--- src/rtl/inert_pkg.sv ---
// Shared types and command tables for the inertial-sensor command sequencer.
package inert_pkg;

    typedef enum logic [2:0] {
        PWR_WAIT,
        INIT_WR,
        INIT_WAIT,
        IDLE,
        RD_WR,
        RD_WAIT
    } state_t;

    localparam int N_CMD = 4;

    // Configuration writes: INT1 on data-ready, gyro 416 Hz, accel 208 Hz, rounding.
    localparam logic [15:0] INIT_CMD [N_CMD] = '{16'h0D02, 16'h1160, 16'h1050, 16'h1460};

    // Register reads: pitch L, pitch H, az L, az H (bit 15 selects read).
    localparam logic [15:0] RD_CMD [N_CMD] = '{16'hA200, 16'hA300, 16'hAC00, 16'hAD00};

endpackage

--- src/rtl/inert_seq_int_sync.sv ---
// Brings the asynchronous data-ready interrupt into clk and emits a one-cycle
// pulse per rising edge (three clocks after INT rises, at the earliest).
module int_sync (
    input  logic clk,
    input  logic rst_n,
    input  logic int_async,
    output logic int_rise
);

    logic [2:0] sync_reg;
    logic       int_rise_reg;

    always_ff @(posedge clk or negedge rst_n) begin
        if (!rst_n) begin
            sync_reg     <= '0;
            int_rise_reg <= 1'b0;
        end else begin
            sync_reg     <= {sync_reg[1:0], int_async};
            int_rise_reg <= sync_reg[1] & ~sync_reg[2];
        end
    end

    assign int_rise = int_rise_reg;

endmodule

--- src/rtl/inert_seq.sv ---
// Sequencer upstream of the SPI master: power-up wait, four config writes,
// then four register reads per data-ready interrupt to build ptch_rt and az.
module inert_seq
    import inert_pkg::*;
#(
    parameter int INIT_WAIT_W = 16
) (
    input  logic        clk,
    input  logic        rst_n,
    input  logic        INT,
    input  logic        done,
    input  logic [15:0] rd_data,
    output logic        wrt,
    output logic [15:0] cmd,
    output logic [15:0] ptch_rt,
    output logic [15:0] az,
    output logic        vld,
    output logic        init_done
);

    state_t                 state_reg, state_next;
    logic [1:0]             idx_reg, idx_next;
    logic [INIT_WAIT_W-1:0] timer_reg, timer_next;
    logic                   pending_reg, pending_next;
    logic                   wrt_reg, wrt_next;
    logic [15:0]            cmd_reg, cmd_next;
    logic                   init_done_reg, init_done_next;
    logic                   vld_reg;
    logic [15:0]            ptch_reg, az_reg;
    logic                   int_rise, seq_start, cap_en, last_rd;
    logic                   unused_rd_hi;

    assign unused_rd_hi = ^rd_data[15:8];

    int_sync u_int_sync (
        .clk      (clk),
        .rst_n    (rst_n),
        .int_async(INT),
        .int_rise (int_rise)
    );

    always_comb begin
        state_next     = state_reg;
        idx_next       = idx_reg;
        timer_next     = timer_reg;
        init_done_next = init_done_reg;
        seq_start      = 1'b0;
        cap_en         = 1'b0;
        last_rd        = 1'b0;
        unique case (state_reg)
            PWR_WAIT: begin
                timer_next = timer_reg + 1'b1;
                // Leave on the edge the timer becomes all-ones so the first wrt
                // lands 2^W-1 clocks after reset release.
                if (&timer_next) begin
                    state_next = INIT_WR;
                    idx_next   = '0;
                end
            end
            INIT_WR:   state_next = INIT_WAIT;
            INIT_WAIT: begin
                if (done) begin
                    if (idx_reg == 2'd3) begin
                        init_done_next = 1'b1;
                        state_next     = IDLE;
                    end else begin
                        idx_next   = idx_reg + 1'b1;
                        state_next = INIT_WR;
                    end
                end
            end
            IDLE: begin
                if (pending_reg) begin
                    seq_start  = 1'b1;
                    idx_next   = '0;
                    state_next = RD_WR;
                end
            end
            RD_WR:     state_next = RD_WAIT;
            RD_WAIT: begin
                if (done) begin
                    cap_en = 1'b1;
                    if (idx_reg == 2'd3) begin
                        last_rd    = 1'b1;
                        state_next = IDLE;
                    end else begin
                        idx_next   = idx_reg + 1'b1;
                        state_next = RD_WR;
                    end
                end
            end
            default:   state_next = PWR_WAIT;
        endcase

        // A new edge in the same cycle a sequence starts must survive the clear.
        pending_next = int_rise | (pending_reg & ~seq_start);

        wrt_next = (state_next == INIT_WR) || (state_next == RD_WR);
        cmd_next = cmd_reg;
        if (state_next == INIT_WR) begin
            cmd_next = INIT_CMD[idx_next];
        end else if (state_next == RD_WR) begin
            cmd_next = RD_CMD[idx_next];
        end
    end

    always_ff @(posedge clk or negedge rst_n) begin
        if (!rst_n) begin
            state_reg     <= PWR_WAIT;
            idx_reg       <= '0;
            timer_reg     <= '0;
            pending_reg   <= 1'b0;
            wrt_reg       <= 1'b0;
            cmd_reg       <= '0;
            init_done_reg <= 1'b0;
        end else begin
            state_reg     <= state_next;
            idx_reg       <= idx_next;
            timer_reg     <= timer_next;
            pending_reg   <= pending_next;
            wrt_reg       <= wrt_next;
            cmd_reg       <= cmd_next;
            init_done_reg <= init_done_next;
        end
    end

    // Bytes 0..2 are held; byte 3 goes straight from rd_data into az.
    for (genvar gi = 0; gi < 3; gi++) begin : g_byte
        logic [7:0] byte_reg;
        always_ff @(posedge clk or negedge rst_n) begin
            if (!rst_n) begin
                byte_reg <= '0;
            end else if (cap_en && (idx_reg == 2'(gi))) begin
                byte_reg <= rd_data[7:0];
            end
        end
    end

    always_ff @(posedge clk or negedge rst_n) begin
        if (!rst_n) begin
            vld_reg  <= 1'b0;
            ptch_reg <= '0;
            az_reg   <= '0;
        end else begin
            vld_reg <= last_rd;
            if (last_rd) begin
                ptch_reg <= {g_byte[1].byte_reg, g_byte[0].byte_reg};
                az_reg   <= {rd_data[7:0], g_byte[2].byte_reg};
            end
        end
    end

    assign wrt       = wrt_reg;
    assign cmd       = cmd_reg;
    assign ptch_rt   = ptch_reg;
    assign az        = az_reg;
    assign vld       = vld_reg;
    assign init_done = init_done_reg;

endmodule
--- config.mk ---
export PLATFORM = sky130hd
export DESIGN_NAME = inert_seq
export DESIGN_NICKNAME = d
export VERILOG_FILES = /design/src/rtl/inert_pkg.sv /design/src/rtl/inert_seq_int_sync.sv /design/src/rtl/inert_seq.sv
export SDC_FILE = /design/constraint.sdc
export NUM_CORES = 1
export LEC_CHECK = 0
export ABC_CLOCK_PERIOD_IN_PS = 2640
export CAP_MARGIN = 20
export CORE_ASPECT_RATIO = 0.6
export CORE_UTILIZATION = 47
export CTS_CLUSTER_SIZE = 10
export DETAILED_ROUTE_END_ITERATION = 12
export HOLD_SLACK_MARGIN = 0.05
export PLACE_DENSITY_LB_ADDON = 0.2
export SETUP_SLACK_MARGIN = 0.05
export SYNTH_ARGS = -nofsm -noshare
export SYNTH_HDL_FRONTEND = slang
export SYNTH_SLANG_ARGS = --single-unit
--- constraint.sdc ---
create_clock -name clk -period 2.64 [get_ports clk]
set_clock_uncertainty 0.1 [all_clocks]
set_input_delay 0.396 -clock clk [delete_from_list [all_inputs] [get_ports clk]]
set_output_delay 0.396 -clock clk [all_outputs]
set_load 0.02 [all_outputs]
==> results.ini, run 1 <==
[synth]
synth_fa_ha_area_share_pct=1.227
proportion_of_synthesized_area_in_mux_cells_pct=16.93
synth_cells=320
synth_area_leaders=dfrtp_1, mux2_2, xnor2_1
synth.yosys.seq_area_share_pct=57.67
synth-warning-count=0
number_of_enable_type_register_cells_in_the_synthesized_netlist=0
netlist_area_mm2=0.004079
simple_gate_share_of_the_synthesized_area_pct=10.25
synth-xor-area-share_pct=3.436
synth_seq_cells=94
synth-async-reset-ratio_pct=100.0
ys_dominant_reg_cell=dfrtp_1
post-synth-top-count-cell=dfrtp_1
synthDominantCellAreaShare_pct=57.67
synth_compound_gate_area_share_pct=6.472
synth_top_family_by_area=multiplexers
synth.largest_area_cell=dfrtp_1
synth.cells.most_frequent=dfrtp_1, mux2_2, nand2_1
synth.distinct_cells=48
syn_area_per_cell_um2=12.75

[route]
detail_route.first_pass.iterations=4
route.antenna.remaining_nets=0
route.detailed.wl_per_inst_um=15.36
route.detailed.vias_per_inst=5.195
dr.first_iter.drc_count=154
finalWirelength_um=7801
count_of_unresolved_drc_violations_after_routing=0
via_count=2639

[place]
place_congestion=0.8209
place_inst=490
detailed_place_hpwl_um=5513
post_dp_cell_area_mm2=0.004866
port_buffers=57

[finish]
insertedDiodeCount=0
final-instance-count-excl-fill=508
layout-area-overhead-vs-synth_pct=29.33
finish.instance_area_mm2=0.005275
num-nets-final=419
postLayoutCoreUtil_pct=64.86
final_layout_size_suffix_gt1_share_pct=29.25
largest_reg_flops=24

[setup_path]
path_class=flop to flop
critical_path.max_fanout=3
worstSetupStartpointType=flop
cp.arrival_ns=2.67
worst-endpoint-required_ns=2.80
end_kind=flop

[global_route]
global_route_wire_length_before_repair_um=12990
grt_start_max_net_pins=76
vias_in_the_first_global_route=2559
globalRouteOverflowTotal=0
antenna_found_initial=0
groute.usage.overall_pct=19.30

[timing]
clock.fmax_mhz=398.1
tns_setup_ns=0
final_min_period_over_clock_period_pct=95.15
layout_min_cycle_time_ns=2.512
unrepaired_setup_endpoints_after_global_routing=yes
final_max_slew_viol_count=0
final-setup-viol-count=0
finalHoldViolCount=0

[status]
status=finished, final reports clean

[clock_tree]
number_of_clock_buffers_inserted_by_tritoncts=9
clock_pin_slew_worst_setup_and_hold_paths_ns=0.06
cts.sink_count=94
cts_tree=done
cts_root_buffer=clkbuf_16
htree_num_levels=3
ctsLongestPathBuffers=2
clk-insertion-delay-late_ns=0.34

[power]
vdd_ir_drop_max_v=0.0004801
pwr_density_cell_mw_per_mm2=963.4
power.total_mw=5.082
total_leakage_power_nw=2.411

[floorplanning]
die-height_um=74.16
design.die.area_mm2=0.009067
top_level_ports=71
die_width_um=122.3
floorplan.initialDensity_pct=50.15
floorplan.rows=25
core_area_mm2=0.008133

[run]
drv.max_cap_violation_count=0

[min_path]
hold_class=flop to flop

## metal layers
layer	GRT usage (%)	part of all wire, %	vias up
li1	-	-	1265
met1	28.43	51	1311
met2	27.03	43	59
met3	7.055	5.0	4
met4	4.472	0.56	0
met5	0	0	-
## power by group
group | switching (mW) | internal [mW]
sequential | 0.288 | 1.82
clock | 0.540 | 0.764
combinational | 0.794 | 0.876
total | 1.62 | 3.46
## repair_timing
item	in CTS	in global routing
resized for setup	4	15
endpoints found under the hold margin	19	0
pin swaps	2	6
hold buffers	1	0
endpoints found under the setup margin	2	15
buffers inserted	0	1
## cells by family (layout without fill, tap and decap cells)
family,after synthesis,count (layout)
flops,94,94
simple gates,78,78
mux,62,62
compound gates,36,36
buf+inv,29,105
xor+xnor,16,16
fa+ha+maj,4,4
other cells,1,5
## placed cells by master, fill, tap and decap left out, drive strengths merged, types with 5 or more instances in the layout
| master | n |
|---|---|
| a21oi | 7 |
| and2 | 5 |
| buf | 21 |
| clkbuf | 10 |
| clkdlybuf4s50 | 56 |
| conb | 5 |
| dfrtp | 94 |
| inv | 12 |
| mux2 | 56 |
| mux2i | 6 |
| nand2 | 29 |
| nand3 | 8 |
| nand4 | 6 |
| nor2 | 8 |
| o21ai | 11 |
| xnor2 | 14 |
## worst max-delay path: stages (launching register included)
cell	delay, ns
dfrtp_2	0.44
inv_2	0.07
ha_1	0.16
nand4_1	0.16
a2111oi_4	0.35
o2111ai_2	0.18
or3_4	0.36
and2_4	0.17
ha_1	0.27
inv_1	0.04
o21ai_0	0.14
## stage by stage
stage | hold WS, ns | setup slack (ns)
after floorplan | 0.0004089 | 0.1497
after global placement | 0.1999 | 0.05947
after detailed placement | 0.2076 | 0.03117
after CTS | 0.2543 | 0.06507
after global routing | 0.2602 | 0.003402
final | 0.2506 | 0.1280
## layout make-up
type                            instances  area (um^2)
Clock buffer                           10        239.0
Clock inverter                          6        68.82
Fill cell                             627         2858
Inverter                               11        41.29
Multi-Input combinational cell        201         1663
Sequential cell                        94         2355
Tap cell                              108        135.1
Timing Repair Buffer                   78        773.2
## worst paths after layout
| path | from | endpoint | slack [ns] | cells after the start |
|---|---|---|---|---|
| setup / recovery | timer_reg[0] | cmd[10] | 0.13 | 10 |
| hold / removal | u_int_sync.sync_reg[0] | u_int_sync.sync_reg[1] | 0.25 | 0 |
| setup reg to reg | timer_reg[0] | cmd[10] | 0.13 | 10 |
| hold reg to reg | u_int_sync.sync_reg[0] | u_int_sync.sync_reg[1] | 0.25 | 0 |
| max in group asynchronous | rst_n | ptch_rt[8] | 1.40 | 3 |
| min in group asynchronous | rst_n | timer_reg[5] | 0.38 | 2 |
(Power assumes the default switching activity.)
==> run 2, diff against run 1 <==
- GPL_ROUTABILITY_DRIVEN: unset -> 0
==> results of run 2 <==
Final layout, timing and power as in run 1 (identical DEF).
